$ cat src/rtl/ttt_move_arbiter.sv
// Tic-tac-toe move arbiter: owns the 3x3 board, alternates turns between X and O,
// accepts or rejects moves, enforces an optional per-turn timeout and reports win/draw.
module ttt_move_arbiter #(
   parameter int TIMEOUT_CYCLES = 0,
   parameter int FIRST_PLAYER   = 0
) (
   input  logic       clk,
   input  logic       reset,
   input  logic       start,
   input  logic       req_x,
   input  logic [3:0] cell_x,
   input  logic       req_o,
   input  logic [3:0] cell_o,
   output logic       grant_x,
   output logic       grant_o,
   output logic       reject,
   output logic       timeout,
   output logic [8:0] board_x,
   output logic [8:0] board_o,
   output logic       turn,
   output logic       game_over,
   output logic [1:0] winner
);

   localparam int TW = (TIMEOUT_CYCLES > 0) ? $clog2(TIMEOUT_CYCLES + 1) : 1;
   localparam int TIMER_LAST_I = (TIMEOUT_CYCLES > 0) ? TIMEOUT_CYCLES - 1 : 0;
   localparam logic [TW-1:0] TIMER_LAST = TW'(TIMER_LAST_I);
   localparam logic FIRST_IS_O = (FIRST_PLAYER != 0);

   typedef enum logic [2:0] {
      S_IDLE,
      S_TURN_X,
      S_TURN_O,
      S_CHECK,
      S_DONE
   } state_t;

   state_t        state_q, state_d;
   logic [8:0]    board_x_q, board_x_d;
   logic [8:0]    board_o_q, board_o_d;
   logic [1:0]    winner_q, winner_d;
   logic [3:0]    count_q, count_d;
   logic [TW-1:0] timer_q, timer_d;
   logic          turn_q, turn_d;
   logic          game_over_q, game_over_d;
   logic          grant_x_q, grant_x_d;
   logic          grant_o_q, grant_o_d;
   logic          reject_q, reject_d;
   logic          timeout_q, timeout_d;

   logic          mover_is_o;
   logic          act_req;
   logic [3:0]    act_cell;
   logic [15:0]   occupied;
   logic [8:0]    cell_mask;
   logic          legal;
   logic          expired;
   logic [8:0]    mover_board;

   // Three rows, three columns and both diagonals.
   function automatic logic has_line(input logic [8:0] b);
      has_line = (&b[2:0]) | (&b[5:3]) | (&b[8:6])
               | (b[0] & b[3] & b[6]) | (b[1] & b[4] & b[7]) | (b[2] & b[5] & b[8])
               | (b[0] & b[4] & b[8]) | (b[2] & b[4] & b[6]);
   endfunction

   always_comb begin
      state_d     = state_q;
      board_x_d   = board_x_q;
      board_o_d   = board_o_q;
      winner_d    = winner_q;
      count_d     = count_q;
      timer_d     = timer_q;
      turn_d      = turn_q;
      grant_x_d   = 1'b0;
      grant_o_d   = 1'b0;
      reject_d    = 1'b0;
      timeout_d   = 1'b0;

      mover_is_o  = (state_q == S_TURN_O);
      act_req     = mover_is_o ? req_o : req_x;
      act_cell    = mover_is_o ? cell_o : cell_x;
      // Padded to 16 bits so an out-of-range cell index never reads past the board.
      occupied    = {7'b0, board_x_q | board_o_q};
      cell_mask   = 9'b1 << act_cell;
      legal       = act_req && (act_cell <= 4'd8) && !occupied[act_cell];
      expired     = (TIMEOUT_CYCLES > 0) && (timer_q == TIMER_LAST);
      mover_board = turn_q ? board_o_q : board_x_q;

      if (start) begin
         board_x_d = '0;
         board_o_d = '0;
         winner_d  = 2'b00;
         count_d   = '0;
         timer_d   = '0;
         state_d   = FIRST_IS_O ? S_TURN_O : S_TURN_X;
      end else begin
         case (state_q)
            S_TURN_X, S_TURN_O: begin
               if (legal) begin
                  if (mover_is_o) begin
                     board_o_d = board_o_q | cell_mask;
                     grant_o_d = 1'b1;
                  end else begin
                     board_x_d = board_x_q | cell_mask;
                     grant_x_d = 1'b1;
                  end
                  count_d = count_q + 4'd1;
                  state_d = S_CHECK;
               end else if (expired) begin
                  timeout_d = 1'b1;
                  timer_d   = '0;
                  state_d   = mover_is_o ? S_TURN_X : S_TURN_O;
               end else begin
                  reject_d = act_req;
                  if (TIMEOUT_CYCLES > 0) begin
                     timer_d = timer_q + TW'(1);
                  end
               end
            end
            S_CHECK: begin
               // turn_q still names the player who just moved.
               if (has_line(mover_board)) begin
                  winner_d = turn_q ? 2'b10 : 2'b01;
                  state_d  = S_DONE;
               end else if (count_q == 4'd9) begin
                  winner_d = 2'b11;
                  state_d  = S_DONE;
               end else begin
                  timer_d = '0;
                  state_d = turn_q ? S_TURN_X : S_TURN_O;
               end
            end
            default: begin
            end
         endcase
      end

      if (state_d == S_TURN_X) begin
         turn_d = 1'b0;
      end else if (state_d == S_TURN_O) begin
         turn_d = 1'b1;
      end
      game_over_d = (state_d == S_DONE);
   end

   always_ff @(posedge clk) begin
      if (reset) begin
         state_q     <= S_IDLE;
         board_x_q   <= '0;
         board_o_q   <= '0;
         winner_q    <= 2'b00;
         count_q     <= '0;
         timer_q     <= '0;
         turn_q      <= 1'b0;
         game_over_q <= 1'b0;
         grant_x_q   <= 1'b0;
         grant_o_q   <= 1'b0;
         reject_q    <= 1'b0;
         timeout_q   <= 1'b0;
      end else begin
         state_q     <= state_d;
         board_x_q   <= board_x_d;
         board_o_q   <= board_o_d;
         winner_q    <= winner_d;
         count_q     <= count_d;
         timer_q     <= timer_d;
         turn_q      <= turn_d;
         game_over_q <= game_over_d;
         grant_x_q   <= grant_x_d;
         grant_o_q   <= grant_o_d;
         reject_q    <= reject_d;
         timeout_q   <= timeout_d;
      end
   end

   assign grant_x   = grant_x_q;
   assign grant_o   = grant_o_q;
   assign reject    = reject_q;
   assign timeout   = timeout_q;
   assign board_x   = board_x_q;
   assign board_o   = board_o_q;
   assign turn      = turn_q;
   assign game_over = game_over_q;
   assign winner    = winner_q;

endmodule

$ cat config.mk
export PLATFORM = sky130hd
export DESIGN_NAME = ttt_move_arbiter
export DESIGN_NICKNAME = d
export VERILOG_FILES = /design/src/rtl/ttt_move_arbiter.sv
export SDC_FILE = /design/constraint.sdc
export NUM_CORES = 1
export LEC_CHECK = 0
export ABC_AREA = 1
export BUFFER_PORTS_ARGS = -buffer_cell sky130_fd_sc_hd__buf_2
export CELL_PAD_IN_SITES_DETAIL_PLACEMENT = 1
export CELL_PAD_IN_SITES_GLOBAL_PLACEMENT = 2
export CORE_UTILIZATION = 26
export CTS_CLUSTER_SIZE = 40
export DETAILED_ROUTE_END_ITERATION = 7
export GPL_TIMING_DRIVEN = 0
export PLACE_DENSITY = 0.76
export SETUP_SLACK_MARGIN = 0.15
export SYNTH_ARGS = -nofsm -noshare
export SYNTH_HDL_FRONTEND = slang
export SYNTH_SLANG_ARGS = --single-unit
$ cat constraint.sdc
create_clock -name clk -period 1.8 [get_ports clk]
set_clock_uncertainty 0.1 [all_clocks]
set_input_delay 0.09 -clock clk [delete_from_list [all_inputs] [get_ports clk]]
set_output_delay 0.09 -clock clk [all_outputs]
set_load 0.05 [all_outputs]
==> results.cfg <==
[sta]
period_minus_slack_ns = 2.03
whs_ns = -0.122
period_share_pct = 113
finalSetupViolations = 28
max_slew_margin_pct = 49.0
rsz0062_at_grt = true
worst_pin_slew_ns = 0.762
slew_viol_final = 0
setup_slack_ns = -0.235
finalHoldViolations = 1
fmax_ghz = 0.492

[synth]
synthCells = 271
synth_nets = 286
yosysTopAreaCell = dfxtp_1
synthDistinctLibCells = 31
yosysWarnings = 0
synth_edf_count = 0
synth_most_common_cell = nand2_1
synth.top_cell.area_share_pct = 35.1
syn_area_per_cell_um2 = 6.74
async_flop_share_pct = 0
yosys-top-cells-area = dfxtp_1 (35%), nand2_1 (15%), inv_1 (7.8%)
synth-seq-cells = 32
synthFlopType = dfxtp_1
synth_common_cells = nand2_1 (73), inv_1 (38), dfxtp_1 (32), nand3_1 (28), o21ai_0 (23)
syn_area_mm2 = 0.00183
synth_seq_area_share_pct = 35.1

[worst_setup_path]
cp_data_arrival_time_ns = 2.11
slowest_stage = dfxtp_4
crit_fanout = 7
start_kind = flip-flop
cp_cell_sequence = inv_6 > nand3_4 > nand2_4 > nand2_8 > nor2_8 > nand3_2 > a21oi_4 > nand4_4 > buf_8 > buf_4 > o21ai_0 > a21oi_1
cp-end-kind = flip-flop
path_class = flip-flop to flip-flop
cp.required_ns = 1.87
critical_path.max_stage_delay_ns = 0.36

[routing]
drt-total-wl_um = 5950
ant_nets = 0
drt_iter0_drc = 45
routedWlPerCell_um = 13.7
num_vias = 1961
drc_errors = 0
dr.pass1.iters = 4
vias_per_cell = 4.51

[placed_design]
gp_congestion = 0.770
preCtsSetupSlack_ns = -0.428
port_buffers = 37
dp.final_hpwl_um = 4130

[power]
power_frac_clock_pct = 34.9
power_frac_seq_pct = 46.7
power_density_mw_per_mm2 = 542
power.total_mw = 1.53
p_switching_mw = 0.451
switching_share_pct = 29.4
internal_power_mw = 1.08
p_leak_nw = 1.33
p_comb_share_pct = 18.4
peakVddDrop_mv = 0.214

[cts]
clkTransAtPathRegs_ns = 0.07
cts.sink_count = 32
clk_latency_ns = 0.28
cts_made_buffers = 5
clockBufferDepth = 2
htree_levels = 2
cts-root-buf = clkbuf_8
cts_tree = yes

[final_layout]
regArea_um2 = 679
diodes = 0
final_core_util_pct = 41.6
area_growth_pct = 54.8
fin_nets = 354
multiInputGateArea_mm2 = 0.00129
fill_cells = 866
drive_above_1_share_pct = 45.1

[die]
rows = 30
pin_count = 39
fp.dieH_um = 85.8
die_x_um = 85.8
core_mm2 = 0.00679
dieArea_mm2 = 0.00736
start_util_pct = 26.9

[outcome]
status = finished, violations left
violations = hold timing, setup timing

[global_routing]
grt_pass1_wl_um = 9430
grt_usage_pct = 16.6
first_global_vias = 1997
antenna_found_initial = 0
grt_max_degree = 11
grt_overflow = 0

[run]
max_cap_viol_count = 0

[min_path]
hp-class = primary input to flip-flop
==> sequential cells by signal, indices dropped and copies added (netlist names) <==
| name | count |
|---|---|
| turn | 1 |
| board_o | 9 |
| game_over | 1 |
| grant_x | 1 |
| board_x | 9 |
| reject | 1 |
| state_q | 3 |
| grant_o | 1 |
| winner | 2 |
| count_q | 4 |
==> metrics by stage <==
step / setup TNS (ns) / cells / area, µm² / hold WS [ns]
floorplan: -0.0728 / 271 / 1910 / 0.0525
global placement: -7.08 / 404 / 2210 / 0.170
detailed placement: -8.41 / 404 / 2210 / 0.173
CTS: -3.85 / 427 / 2590 / -0.130
global route: -8.17 / 435 / 2830 / -0.104
finish: -4.65 / 435 / 2830 / -0.122
==> logic make-up (layout without fill, tap and decap cells) <==
group / count (synthesis) / after routing / synth area share, %
AND/OR/NAND/NOR: 146 / 146 / 39.3
buffers and inverters: 48 / 116 / 10.9
AO/OA/AOI/OAI: 41 / 41 / 12.5
flip-flops: 32 / 32 / 35.1
adder cells (fa/ha/maj): 2 / 2 / 1.37
other: 1 / 1 / 0.205
multiplexers: 1 / 1 / 0.548
==> metal layers <==
| layer | vias to the layer above | track usage, % | routed length, µm |
|---|---|---|---|
| met5 | - | 0 | 0 |
| met4 | 0 | 3.79 | 40 |
| met3 | 7 | 3.27 | 203 |
| met2 | 31 | 29.7 | 3140 |
| met1 | 926 | 20.5 | 2570 |
| li1 | 997 | - | - |
==> cell usage in the layout (no fill, tap or decap), drive strengths merged <==
master and n:
nand2 82, buf 64, inv 42, o21ai 32, dfxtp 32, nand3 29, nor2 24, clkbuf 7
a21oi 7, nor3 6, and3 3, nand4 2, ha 2, dlygate4sd1 1, mux2i 1, o21bai 1
a21o 1, conb 1, clkinv 1, clkinvlp 1
==> area by class of cell <==
cell class,count,area share [%]
clock buffer,6,2.57
tap,96,4.25
multi-input combinational,191,45.5
inverter,42,6.29
buffer,6,2.48
sequential,32,24.0
timing repair inverter,1,0.266
clock inverter,1,0.177
timing repair buffer,60,14.4
==> final timing paths <==
check | startpoint | endpoint | slack, ns | cells after the start
setup reg to reg | state_q[2] | count_q[0] | -0.23 | 12
hold reg to reg | count_q[1] | count_q[1] | 0.40 | 2
hold / removal | reset | state_q[0] | -0.12 | 2
setup / recovery | state_q[2] | count_q[0] | -0.23 | 12
==> worst max-delay path, delay by kind of cell (launching register included) <==
family,cells,cell delay (ns)
buf+inv,3,0.41
flops,1,0.36
simple gates,6,0.67
compound gates,3,0.36
==> power by group through the flow <==
stage / Clock [mW] / Sequential [mW] / Combinational [mW]
floorplan: 0 / 0.743 / 0.128
global placement: 0 / 0.736 / 0.186
detailed placement: 0 / 0.736 / 0.188
CTS: 0.558 / 0.715 / 0.234
global route: 0.581 / 0.716 / 0.304
finish: 0.533 / 0.715 / 0.282
==> timing repair <==
| action | CTS | global route |
|---|---|---|
| endpoints found under the hold margin | 1 | 1 |
| pin swaps | 16 | 10 |
| resized for setup | 40 | 35 |
| cloned | 2 | 0 |
| buffers inserted | 14 | 8 |
| setup endpoints to repair | 32 | 32 |
Power figures use the tool's default switching activity.
